--- src/rtl/top.sv ---
// -----------------------------------------------------------------------------
// top: 128-bit unsigned integer square root, asqrt = floor(sqrt(a)).
//
// Restoring digit-by-digit binary square root. Each cycle two radicand bits are
// shifted into a partial remainder and (root << 2) | 1 is trial-subtracted.
// One root bit is produced per cycle, MSB first, over 64 iterations.
//
// Ports:
//   clk        rising-edge clock
//   rst_n      asynchronous active-low reset
//   in_valid   start request, accepted only while busy = 0
//   a[127:0]   unsigned radicand, sampled on the accept edge only
//   busy       high for exactly 64 cycles while iterating
//   out_valid  one-cycle pulse (DONE state) marking a new asqrt
//   asqrt      result register, updated only on completion
// -----------------------------------------------------------------------------
module top (
  input  logic         clk,
  input  logic         rst_n,
  input  logic         in_valid,
  input  logic [127:0] a,
  output logic         busy,
  output logic         out_valid,
  output logic [63:0]  asqrt
);

  localparam logic [1:0] ST_IDLE = 2'd0;
  localparam logic [1:0] ST_CALC = 2'd1;
  localparam logic [1:0] ST_DONE = 2'd2;

  logic [1:0]   state_r;
  logic [1:0]   state_nxt_s;
  logic [5:0]   cnt_r;
  logic [127:0] rad_r;
  logic [65:0]  rem_r;
  logic [63:0]  root_r;
  logic         busy_r;
  logic         out_valid_r;
  logic [63:0]  asqrt_r;

  logic         accept_s;
  logic         last_s;
  logic [67:0]  shifted_s;
  logic [67:0]  trial_s;
  logic         root_bit_s;
  logic [65:0]  rem_nxt_s;
  logic [63:0]  root_nxt_s;

  // One square-root iteration on the current partial remainder and root.
  always_comb begin
    shifted_s  = {rem_r, rad_r[127:126]};
    trial_s    = {2'b00, root_r, 2'b01};
    root_bit_s = (shifted_s >= trial_s);
    // The true remainder never exceeds 2*root < 2^65, so 66 bits of the
    // difference (or of the unsubtracted value) are always exact.
    if (root_bit_s) begin
      rem_nxt_s = shifted_s[65:0] - trial_s[65:0];
    end else begin
      rem_nxt_s = shifted_s[65:0];
    end
    root_nxt_s = {root_r[62:0], root_bit_s};
  end

  // Accept and termination conditions, and next-state selection.
  always_comb begin
    accept_s    = in_valid && !busy_r;
    last_s      = (state_r == ST_CALC) && (cnt_r == 6'd63);
    state_nxt_s = state_r;
    case (state_r)
      ST_IDLE: begin
        if (accept_s) begin
          state_nxt_s = ST_CALC;
        end else begin
          state_nxt_s = ST_IDLE;
        end
      end
      ST_CALC: begin
        if (last_s) begin
          state_nxt_s = ST_DONE;
        end else begin
          state_nxt_s = ST_CALC;
        end
      end
      ST_DONE: begin
        // A new request may be taken on the completion cycle.
        if (accept_s) begin
          state_nxt_s = ST_CALC;
        end else begin
          state_nxt_s = ST_IDLE;
        end
      end
      default: begin
        state_nxt_s = ST_IDLE;
      end
    endcase
  end

  // State, datapath and output registers.
  always_ff @(posedge clk or negedge rst_n) begin
    if (!rst_n) begin
      state_r     <= ST_IDLE;
      cnt_r       <= 6'd0;
      rad_r       <= 128'd0;
      rem_r       <= 66'd0;
      root_r      <= 64'd0;
      busy_r      <= 1'b0;
      out_valid_r <= 1'b0;
      asqrt_r     <= 64'd0;
    end else begin
      state_r     <= state_nxt_s;
      out_valid_r <= last_s;
      if (state_r == ST_CALC) begin
        rad_r  <= {rad_r[125:0], 2'b00};
        rem_r  <= rem_nxt_s;
        root_r <= root_nxt_s;
        cnt_r  <= cnt_r + 6'd1;
        if (last_s) begin
          busy_r  <= 1'b0;
          asqrt_r <= root_nxt_s;
        end else begin
          busy_r  <= 1'b1;
        end
      end else if (accept_s) begin
        rad_r  <= a;
        rem_r  <= 66'd0;
        root_r <= 64'd0;
        cnt_r  <= 6'd0;
        busy_r <= 1'b1;
      end else begin
        busy_r <= 1'b0;
      end
    end
  end

  assign busy      = busy_r;
  assign out_valid = out_valid_r;
  assign asqrt     = asqrt_r;

endmodule

--- config.mk ---
export PLATFORM = sky130hd
export DESIGN_NAME = top
export DESIGN_NICKNAME = d
export VERILOG_FILES = /design/src/rtl/top.sv
export SDC_FILE = /design/constraint.sdc
export NUM_CORES = 1
export LEC_CHECK = 0
export CORE_MARGIN = 3
export CORE_UTILIZATION = 45
export CTS_CLUSTER_SIZE = 28
export DETAILED_ROUTE_END_ITERATION = 8
export PLACE_DENSITY = 0.71
export SLEW_MARGIN = 25
export SYNTH_ARGS = -nofsm -noshare
export SYNTH_HDL_FRONTEND = slang
export SYNTH_SLANG_ARGS = --single-unit
--- constraint.sdc ---
create_clock -name clk -period 4 [get_ports clk]
set_clock_uncertainty 0.2 [all_clocks]
set_input_delay 0.8 -clock clk [delete_from_list [all_inputs] [get_ports clk]]
set_output_delay 0.8 -clock clk [all_outputs]
set_load 0.01 [all_outputs]
-- Word-level counts from Yosys, hierarchy flattened
Cells that the tools add are included.
- $add $sub $neg: 2
- multiplexer cells: 15
- reduce and logical (&&, ||, !) cells: 7
- equal/unequal tests: 3
- magnitude comparators: 1
- operator list (kind ; count):
    $mux W128 ; 2
    $mux W66 ; 3
    $mux W64 ; 2
    $ge A68 B66 Y1 ; 1
    $sub A66 B66 Y66 ; 1
    $mux W6 ; 2
    $add A6 B1 Y6 const B ; 1
    $eq A6 B6 Y1 const B ; 1
    $mux W1 ; 4
    $pmux W2 S2 ; 1
    $eq A2 B1 Y1 const B ; 1
    $eq A2 B2 Y1 const B ; 1
    $logic_and A1 B1 Y1 ; 2
    $logic_not A2 Y1 ; 1
    $mux W2 ; 1
    $reduce_and A2 Y1 ; 1
    $reduce_bool A2 Y1 ; 1
    $reduce_or A2 Y1 ; 1
    $logic_not A1 Y1 ; 1
- register bits after elaboration: 332
- bits of input ports: 131
- word-level logic and storage cells: 36

-- Depth between registers and ports, before layout
Gate-level depths: netlist of the first run.
- depth in word-level cells: 4
- depth in mapped cells: 15
- gate-level depth less buffers: 12

-- Worst setup path after synthesis of the first run
OpenSTA, ideal clock, no wires.
- path kind: register -> register
- from: reg rem_r[59]
- to: reg rem_r[59]
- required time: 3670 ps
- path slack: 1005 ps
- stages on the path, launching flop included: 14
- data arrival time: 2665 ps
- clock period less this slack: 2995 ps
- path through: dfrtp_1 > ha_1 > buf_2 > a21o_1 > a21o_1 > a21oi_2 > o31ai_2 > a221oi_1 > o21ai_2 > a31oi_4 > buf_6 > mux2_4 > a22oi_1 > o21ai_1
- cells in the longest elaborated chain, start to end: 3
- ends and longest elaborated chain (element ; RTL line ; text):
    start, declared ; 35 ; logic [65:0] rem_r;
    start signal, assigned ; 114 ; rem_r <= rem_nxt_s;
    $ge A68 B66 Y1 ; 53 ; root_bit_s = (shifted_s >= trial_s);
    $mux W66 ; 56 ; if (root_bit_s) begin
    $mux W66 ; 112 ; if (state_r == ST_CALC) begin
Every way passes these cells.
A chain may end at the register's enable or synchronous reset.

-- Final worst setup path of the first run
- from: reg root_r[18]
- to: reg rem_r[22]
- cells in the longest elaborated chain, start to end: 3
- elaborated cells between the ends (all ways): 4
- ends and longest elaborated chain (element ; RTL line ; text):
    start, declared ; 36 ; logic [63:0] root_r;
    start signal, assigned ; 115 ; root_r <= root_nxt_s;
    $sub A66 B66 Y66 or $ge A68 B66 Y1 (tied branches) ; 57, 53 ;
    $mux W66 * ; 56 ;
    $mux W66 * ; 112 ;
Mark *: on every way between the ends. The rest lies on a longest branch, timed or not.

==> results.sh, run 1 <==
export IMPL_first_iter_violations=1274
export IMPL_nets=2351
export IMPL_port_buffers=196
export IMPL_setup_viol=0
export IMPL_fmax_mhz=274
export IMPL_pin_count=197
export IMPL_clock_sinks=331
export IMPL_diodes=0
export IMPL_drcViolationCount=0
export IMPL_dr_pass1_iters=5
export IMPL_finalSetupTns_ns=0
export IMPL_wire_per_inst_um=16.9
export IMPL_drv_slew=0
export IMPL_post_route_min_period_ns=3.65
export IMPL_hold_path_class="input port to async pin"
export IMPL_dieArea_um2=42400
export IMPL_hold_viol_final=0
export IMPL_async_flop_share_pct=100
export IMPL_syn_to_final_growth_pct=19.5
export IMPL_grtUsageTotal_pct=21.6
export IMPL_synth_xor_area_share_pct=2.92
export IMPL_synthDistinctLibCells=77
export IMPL_cts_buffer_depth=3
export IMPL_dr_wl_met2_mm=21.1
export IMPL_vias_per_cell=5.56
export IMPL_fin_ws_ns=0.351
export IMPL_p_per_area_nw_per_um2=939
export IMPL_avgSynthCellArea_um2=8.80
export IMPL_multi_input_area_um2=8790
export IMPL_vias=14993
export IMPL_cts_hold_buf=0
export IMPL_syn_inst=2046
export IMPL_cts_root_buffer="clkbuf_16"
export IMPL_worst_path_max_fanout=56
export IMPL_synth_seq_area_share_pct=46.0
export IMPL_slew_headroom_pct=42.2
export IMPL_rows=72
export IMPL_wl_met3_mm=3.05
export IMPL_synthMuxAreaShare_pct=4.55
export IMPL_drtAntennaViolNets=0
export IMPL_grt_ovfl_total=0
export IMPL_cts_setup_buffers=0
export IMPL_fin_crit_sh_pct=91.2
export IMPL_m1WireLength_mm=20.6
export IMPL_initial_core_util_pct=46.0
export IMPL_grt_pass1_wl_mm=75.8
export IMPL_wirelength_mm=45.5
export IMPL_antenna_found_initial=0
export IMPL_path_class="register to register"
export IMPL_synthSimpleGateAreaFrac_pct=16.2
export IMPL_synth_edf_count=0
export IMPL_cp_arrival_ns=3.82
export IMPL_coreArea_um2=39100
export IMPL_grt_start_max_net_pins=137
export IMPL_synthFlopType="dfrtp_1"
export IMPL_cp_start_kind="register"
export IMPL_cts_resized=0
export IMPL_clkLatencyLatePin_ns=0.56
export IMPL_grt_pass1_vias=14863
export IMPL_cap_violations=0
export IMPL_worst_pin_slew_ns=0.865
export IMPL_yosysTopAreaCell="dfrtp_1"
export IMPL_pre_cts_ws_ns=0.301
export IMPL_p_leak_nw=8.91
export IMPL_cp_required_ns=4.17
export IMPL_netlist_area_um2=18000
export IMPL_die_w_um=206
export IMPL_drive_above_1_share_pct=7.89
export IMPL_cts_htree_levels=2
export IMPL_dp_hpwl_mm=31.8
export IMPL_regArea_um2=8280
export IMPL_synth_compound_area_share_pct=20.3
export IMPL_fillers=3575
export IMPL_endpoint_kind="register"
export IMPL_highest_layer="met4"
export IMPL_vdd_drop_max_v=0.000373
export IMPL_synthAdderAreaFrac_pct=4.66
export IMPL_place_gp_congestion=0.941
export IMPL_clkSlewWorstSetupHoldPaths_ns=0.06
export IMPL_synth_top_family_by_area="compound AO/OA/AOI/OAI gates"
export IMPL_rsz0062_at_grt="false"
export IMPL_cts_buffers=38
export IMPL_ys_ff_latch=331
export IMPL_synthesis_nets=2244
export IMPL_synth_warnings=0
export IMPL_synthTopCellsByArea="dfrtp_1 (46%), nand2_1 (8.8%), a31oi_1 (5.0%), ha_1 (4.7%), mux2_2 (4.0%)"
export IMPL_yosysTopAreaCellShare_pct=46.0
export IMPL_status="finished, final reports clean"
export IMPL_cts_tree="yes"
export IMPL_die_y_um=206
[metrics by stage]
stage | instance area (um2) | power [W] | std cells | util (%) | hold slack (ns)
after floorplan | 18000 | 0.0142 | 2046 | - | 0.250
after global placement | 20300 | 0.0164 | 2631 | 51.9 | 0.264
after detailed placement | 20300 | 0.0167 | 2631 | 51.9 | 0.289
after CTS | 21500 | 0.0202 | 2698 | 55.0 | 0.0901
after global routing | 21500 | 0.0220 | 2698 | 55.0 | 0.117
final | 21500 | 0.0202 | 2698 | 55.0 | 0.0747
[cell usage in the layout, fill, tap and decap left out, types with 6 or more instances in the layout]
cell type	netlist	routed
a21o_1	39	39
a21oi_1	84	84
a22o_1	34	34
a22oi_1	8	8
a31oi_1	144	144
a32oi_1	9	9
and3_1	9	9
buf_12	0	10
buf_4	4	10
clkbuf_1	104	13
clkbuf_16	0	38
clkbuf_8	0	6
clkdlybuf4s50_1	0	195
dfrtp_1	331	331
ha_1	67	67
inv_1	87	87
mux2_2	64	64
mux2i_1	6	6
nand2_1	424	424
nand2b_1	9	7
nand3_1	18	18
nand4_1	28	28
nor2_1	174	172
nor2b_1	10	9
nor3_1	8	8
o211ai_1	8	8
o21a_1	7	7
o21ai_0	129	129
o21ai_1	55	55
o21bai_1	14	14
xnor2_1	34	34
xor2_1	26	26
[sequential cells by signal, indices dropped and copies added (netlist names)]
register,count
out_valid,1
rem_r,66
rad_r,128
asqrt,64
busy,1
cnt_r,6
state_r,1
root_r,64
[routing by layer]
layer  vias to the layer above  GRT usage [%]
met3                        52           5.51
met4                         0           4.75
met1                      7248           29.5
met2                       387           35.0
li1                       7306              -
met5                         -              0
[area by class of cell]
| type | count | share of cell area [%] |
|---|---|---|
| Inverter | 87 | 1.52 |
| Sequential cell | 331 | 38.5 |
| Clock buffer | 57 | 5.03 |
| Multi-Input combinational cell | 1479 | 40.9 |
| Timing Repair Buffer | 216 | 10.4 |
| Clock inverter | 10 | 0.628 |
| Tap cell | 518 | 3.01 |
[power breakdown]
group | switching (W) | total (W) | internal (W)
Clock | 0.00141 | 0.00342 | 0.00201
Sequential | 0.000868 | 0.00553 | 0.00466
Combinational | 0.00661 | 0.0112 | 0.00464
Total | 0.00889 | 0.0202 | 0.0113
[Yosys cell counts, types with 18 or more instances]
library cell	instances
nand3_1	18
nor2_1	174
clkbuf_1	104
ha_1	67
o21ai_0	129
inv_1	87
buf_2	26
a31oi_1	144
mux2_2	64
a21o_1	39
a22o_1	34
o21ai_1	55
nand2_1	424
dfrtp_1	331
nand4_1	28
a21oi_1	84
xor2_1	26
xnor2_1	34
[critical path: stages (launching register included)]
cell and delay [ns]:
dfrtp_1 0.36, inv_1 0.07, ha_1 0.49, nand4_1 0.29, nor2_1 0.20, o2111ai_1 0.12, a31oi_1 0.29, nor2_2 0.12
o21ai_2 0.23, a31oi_4 0.20, buf_12 0.26, a32oi_1 0.36, o21ai_0 0.27
[worst paths after layout]
kind	start	endpoint	slack, ns	cells after the start
max	root_r[18]$_DFFE_PN0P_	rem_r[22]$_DFFE_PN0P_	0.35	12
min	rst_n	asqrt[24]$_DFFE_PN0P_	0.07	1
max reg2reg	root_r[18]$_DFFE_PN0P_	rem_r[22]$_DFFE_PN0P_	0.35	12
min reg2reg	root_r[21]$_DFFE_PN0P_	root_r[21]$_DFFE_PN0P_	0.30	2
max in group asynchronous	rst_n	rad_r[63]$_DFFE_PN0P_	2.63	2
min in group clk	root_r[21]$_DFFE_PN0P_	root_r[21]$_DFFE_PN0P_	0.30	2
[cells by family after synthesis]
group	after synthesis
xor gates and xnor gates	60
adders and majority gates	67
buffers and inverters	236
AOI/OAI and AO/OA	577
DFF	331
muxes	73
and+or+nand+nor	702
Note: power is estimated with default switching activity, not from simulation.
==> inputs of run 2 (changes only) <==
--- a/config.mk
+++ b/config.mk
@@ -7,6 +7,7 @@
 export LEC_CHECK = 0
 export CORE_MARGIN = 3
 export CORE_UTILIZATION = 45
+export CTS_CLUSTER_DIAMETER = 150
 export CTS_CLUSTER_SIZE = 28
 export DETAILED_ROUTE_END_ITERATION = 8
 export PLACE_DENSITY = 0.71
==> constraint.sdc (replaced) <==
create_clock -name clk -period 4 [get_ports clk]
set_clock_uncertainty 0.2 [all_clocks]
set_input_delay 0.8 -clock clk [delete_from_list [all_inputs] [get_ports clk]]
set_output_delay 0.8 -clock clk [all_outputs]
set_load 0.1 [all_outputs]
==> run 2 against run 1 <==
Flip-flop and latch count unchanged. Sequential share of layout area grew 1.6 points. Final cell count decreased by 1.9%. Sequential power is essentially flat. Fmax is 1.1% lower. Global-route usage fell by 0.74 points. Hold slack gained 0.020 ns. Setup slack worse by 0.042 ns. Utilization down 2.1 points. Via count is 0.91% lower. Critical path type unchanged. Largest power group unchanged.
==> results.sh, run 2 (synthesis results as in run 1) <==
export IMPL_fin_crit_sh_pct=92.3
export IMPL_power_total_w=0.0185
export IMPL_clkSlewWorstSetupHoldPaths_ns=0.12
export IMPL_dp_cells=2631
export IMPL_initial_core_util_pct=46.0
export IMPL_cts_tree="yes"
export IMPL_fmax_mhz=271
export IMPL_drtAntennaViolNets=0
export IMPL_fillers=3669
export IMPL_antenna_found_initial=0
export IMPL_wirelength_mm=44.6
export IMPL_grt_ovfl_total=0
export IMPL_cts_buffer_depth=3
export IMPL_die_y_um=206
export IMPL_diodes=0
export IMPL_cts_htree_levels=1
export IMPL_grt_pass1_vias=14370
export IMPL_drcViolationCount=0
export IMPL_vdd_drop_max_v=0.000377
export IMPL_slew_headroom_pct=26.7
export IMPL_cts_root_buffer="clkbuf_16"
export IMPL_layout_common_cells="nand2_1 (424), dfrtp_1 (331), clkdlybuf4s50_1 (195)"
export IMPL_clkLatencyLatePin_ns=0.52
export IMPL_layout_cells_non_filler=2647
export IMPL_cp_arrival_ns=3.84
export IMPL_setup_viol=0
export IMPL_final_common_cell="nand2_1"
export IMPL_port_buffers=196
export IMPL_drv_slew=0
export IMPL_largest_reg_flops=128
export IMPL_place_gp_congestion=0.941
export IMPL_cts_resized=0
export IMPL_hold_viol_final=0
export IMPL_post_route_min_period_ns=3.69
export IMPL_hold_path_class="input port to async pin"
export IMPL_largest_register="rad_r"
export IMPL_cp_start_kind="register"
export IMPL_p_per_area_nw_per_um2=896
export IMPL_status="finished, final reports clean"
export IMPL_cp_required_ns=4.14
export IMPL_grtUsageTotal_pct=20.9
export IMPL_dr_pass1_iters=8
export IMPL_wire_per_inst_um=16.8
export IMPL_cts_setup_buffers=0
export IMPL_worst_pin_slew_ns=1.10
export IMPL_cap_violations=0
export IMPL_pin_count=197
export IMPL_grt_pass1_wl_mm=73.9
export IMPL_worst_path_max_fanout=56
export IMPL_die_w_um=206
export IMPL_cts_buffers=15
export IMPL_coreArea_um2=39100
export IMPL_drive_above_1_share_pct=6.29
export IMPL_vias_per_cell=5.61
export IMPL_reg_top3="rad_r: 128 flops, rem_r: 66 flops"
export IMPL_dieArea_um2=42400
export IMPL_finalCoreUtilization_pct=52.9
export IMPL_vias=14856
export IMPL_finalSetupTns_ns=0
export IMPL_first_iter_violations=1203
export IMPL_clock_sinks=331
export IMPL_cts_hold_buf=0
export IMPL_p_leak_nw=8.51
export IMPL_nets=2328
export IMPL_rows=72
export IMPL_dp_hpwl_mm=31.8
export IMPL_syn_to_final_growth_pct=14.9
export IMPL_endpoint_kind="register"
export IMPL_grt_start_max_net_pins=137
export IMPL_holdWs_ns=0.0951
export IMPL_rsz0062_at_grt="false"
export IMPL_path_class="register to register"
[run 2: layout make-up]
| cell class | instances | area, um2 | share of cell area, % |
|---|---|---|---|
| flip-flops and latches | 331 | 8280 | 40.1 |
| clock buffers | 15 | 375 | 1.82 |
| inverters | 87 | 327 | 1.58 |
| repair buffers | 216 | 2240 | 10.8 |
| clock inverters | 1 | 7.51 | 0.0363 |
| multi-input cells | 1479 | 8790 | 42.5 |
| well taps | 518 | 648 | 3.14 |
[run 2: layer usage]
layer,up-vias,routed length [um],GRT usage [%]
met3,32,2920,3.91
met5,-,0,0
met2,397,20900,34.6
met1,7190,20400,29.4
li1,7237,-,-
met4,0,467,3.13
[run 2: final timing paths]
check	start	endpoint	slack, ns	cells after the start
max in group asynchronous	rst_n	rad_r[54]$_DFFE_PN0P_	2.60	2
worst max-delay path	root_r[18]$_DFFE_PN0P_	rem_r[22]$_DFFE_PN0P_	0.31	12
worst min-delay path	rst_n	rem_r[24]$_DFFE_PN0P_	0.1	1
worst max register to register	root_r[18]$_DFFE_PN0P_	rem_r[22]$_DFFE_PN0P_	0.31	12
min in group clk	root_r[21]$_DFFE_PN0P_	root_r[21]$_DFFE_PN0P_	0.31	2
worst min register to register	root_r[21]$_DFFE_PN0P_	root_r[21]$_DFFE_PN0P_	0.31	2
[run 2: through the flow]
stage	instance area, um2	setup WS (ns)
after floorplan	18000	1.00
after global placement	20300	0.400
after detailed placement	20300	0.301
after CTS	20700	0.270
after global routing	20700	0.0342
final	20700	0.309
[run 2: power by group]
group	internal, W	total [W]	switching, W
combinational	0.00463	0.0113	0.00662
clock	0.000686	0.00175	0.00106
sequential	0.00465	0.00551	0.000867
total	0.00997	0.0185	0.00855
[run 2: critical path: stages, from the launching register on]
cell and delay, ns:
dfrtp_1 0.38, inv_1 0.07, ha_1 0.49, nand4_1 0.29
nor2_1 0.21, o2111ai_1 0.12, a31oi_1 0.29, nor2_2 0.12
o21ai_2 0.23, a31oi_4 0.20, buf_12 0.25, a32oi_1 0.36
o21ai_0 0.26
==> inputs of run 3 (changes only) <==
--- a/config.mk
+++ b/config.mk
@@ -11,6 +11,7 @@
 export CTS_CLUSTER_SIZE = 28
 export DETAILED_ROUTE_END_ITERATION = 8
 export PLACE_DENSITY = 0.71
+export REMOVE_ABC_BUFFERS = 1
 export SLEW_MARGIN = 25
 export SYNTH_ARGS = -nofsm -noshare
 export SYNTH_HDL_FRONTEND = slang
==> run 3 against run 2 <==
Critical path depth did not move. Via count is 0.13% higher. Wire length increased by 0.28%. Setup slack improved by 0.061 ns. Cell area fell by 0.12%. Final cell count barely moved. Die area unchanged. Combinational power barely moved. Critical path type unchanged. Clock power is essentially flat. Power is essentially flat. Hold slack got worse by 0.051 ns.
==> results.sh, run 3 (synthesis results as in run 1) <==
export IMPL_cp_top_family="compound AO/OA/AOI/OAI gates"
export IMPL_grt_pass1_vias=14549
export IMPL_critPathLaunch="rem_r[13]$_DFFE_PN0P_"
export IMPL_hold_viol_final=0
export IMPL_nets=2327
export IMPL_drtAntennaViolNets=0
export IMPL_port_buffers=196
export IMPL_setup_viol=0
export IMPL_cts_tree="yes"
export IMPL_slowest_stage="buf_4"
export IMPL_largest_reg_flops=128
export IMPL_place_gp_congestion=0.927
export IMPL_fin_crit_sh_pct=90.7
export IMPL_cp_required_ns=4.19
export IMPL_vias=14875
export IMPL_cts_htree_levels=1
export IMPL_diodes=0
export IMPL_die_y_um=206
export IMPL_crit_reg2reg_launch="rem_r[13]$_DFFE_PN0P_"
export IMPL_dp_hpwl_mm=31.8
export IMPL_grtUsageTotal_pct=20.8
export IMPL_final_common_cell="nand2_1"
export IMPL_largest_register="rad_r"
export IMPL_slew_headroom_pct=29.6
export IMPL_cp_arrival_ns=3.82
export IMPL_reg2reg_depth=12
export IMPL_reg2reg_setup_slack_ns=0.37
export IMPL_hold_path_class="input port to async pin"
export IMPL_fmax_mhz=276
export IMPL_antenna_found_initial=0
export IMPL_coreArea_um2=39100
export IMPL_p_per_area_nw_per_um2=897
export IMPL_cts_buffer_depth=3
export IMPL_layout_common_cells="nand2_1 (424), dfrtp_1 (331), clkdlybuf4s50_1 (193)"
export IMPL_pin_count=197
export IMPL_vdd_drop_max_v=0.000360
export IMPL_cts_hold_buf=0
export IMPL_vias_per_cell=5.62
export IMPL_grt_start_max_net_pins=156
export IMPL_clkSlewWorstSetupHoldPaths_ns=0.11
export IMPL_status="finished, final reports clean"
export IMPL_p_leak_nw=8.50
export IMPL_cp_cell_sequence="ha_1 > a21oi_1 > o21ai_1 > a221oi_2 > o21ai_1 > nor2_2 > o21ai_2 > a31oi_4 > buf_4 > nor2_1 > a21oi_1 > o21ai_0"
export IMPL_cts_resized=0
export IMPL_pre_cts_ws_ns=0.454
export IMPL_wirelength_mm=44.7
export IMPL_initial_core_util_pct=46.0
export IMPL_cp_num_buf_inv=1
export IMPL_cts_root_buffer="clkbuf_16"
export IMPL_reg_top3="rad_r: 128 flops, rem_r: 66 flops"
export IMPL_dieArea_um2=42400
export IMPL_worst_path_stages=12
export IMPL_cp_start_kind="register"
export IMPL_grt_ovfl_total=0
export IMPL_worst_path_max_fanout=43
export IMPL_max_stage_delay_ns=0.45
export IMPL_cts_buffers=15
export IMPL_drive_above_1_share_pct=6.34
export IMPL_drv_slew=0
export IMPL_clkLatencyLatePin_ns=0.52
export IMPL_fin_ws_ns=0.371
export IMPL_path_class="register to register"
export IMPL_cap_violations=0
export IMPL_rows=72
export IMPL_post_route_min_period_ns=3.63
export IMPL_worst_pin_slew_ns=1.05
export IMPL_die_w_um=206
export IMPL_first_iter_violations=1221
export IMPL_drcViolationCount=0
export IMPL_wire_per_inst_um=16.9
export IMPL_clock_sinks=331
export IMPL_grt_pass1_wl_mm=73.7
export IMPL_power_total_w=0.0185
export IMPL_syn_to_final_growth_pct=14.7
export IMPL_dr_pass1_iters=5
export IMPL_cts_setup_buffers=0
export IMPL_endpoint_kind="register"
export IMPL_rsz0062_at_grt="false"
==> run 3: changes by cell type in the layout (fill, tap and decap cells not counted) <==
cell / delta
clkdlybuf4s50_1: -2
buf_4: +2
buf_12: -1
==> run 3: layer usage <==
metal / part of all wire [%] / track usage (%)
met5: 0 / 0
met4: 1.4 / 3.39
met3: 6.5 / 4.36
met2: 46 / 34.7
met1: 46 / 28.5
==> run 3: final timing paths <==
| path | endpoint |
|---|---|
| worst max register to register | rem_r[7]$_DFFE_PN0P_ |
| worst max-delay path | rem_r[7]$_DFFE_PN0P_ |
| min in group clk | root_r[63]$_DFFE_PN0P_ |
| max in group asynchronous | root_r[48]$_DFFE_PN0P_ |
| worst min-delay path | asqrt[25]$_DFFE_PN0P_ |
| worst min register to register | root_r[63]$_DFFE_PN0P_ |
==> run 3: through the flow <==
stage                     cell area, um2  cells  hold slack, ns  TNS [ns]  util, %
after floorplan                    17400   1897           0.250  -1535.50        -
after global placement             20300   2630           0.275         0     51.8
after detailed placement           20300   2630           0.285         0     51.8
after CTS                          20600   2646          0.0492         0     52.8
after global routing               20600   2646          0.0625         0     52.8
final                              20600   2646          0.0440         0     52.8
==> run 3: power breakdown <==
group	internal, W	switching [W]
Sequential	0.00465	0.000882
Clock	0.000685	0.00104
Combinational	0.00462	0.00664
==> run 3: final cells by class <==
type	count	area (um2)
Timing Repair Buffer	215	2220
Multi-Input combinational cell	1479	8790
Clock inverter	1	7.51
Fill cell	3705	18500
Sequential cell	331	8280
Tap cell	518	648
Inverter	87	327
Clock buffer	15	375
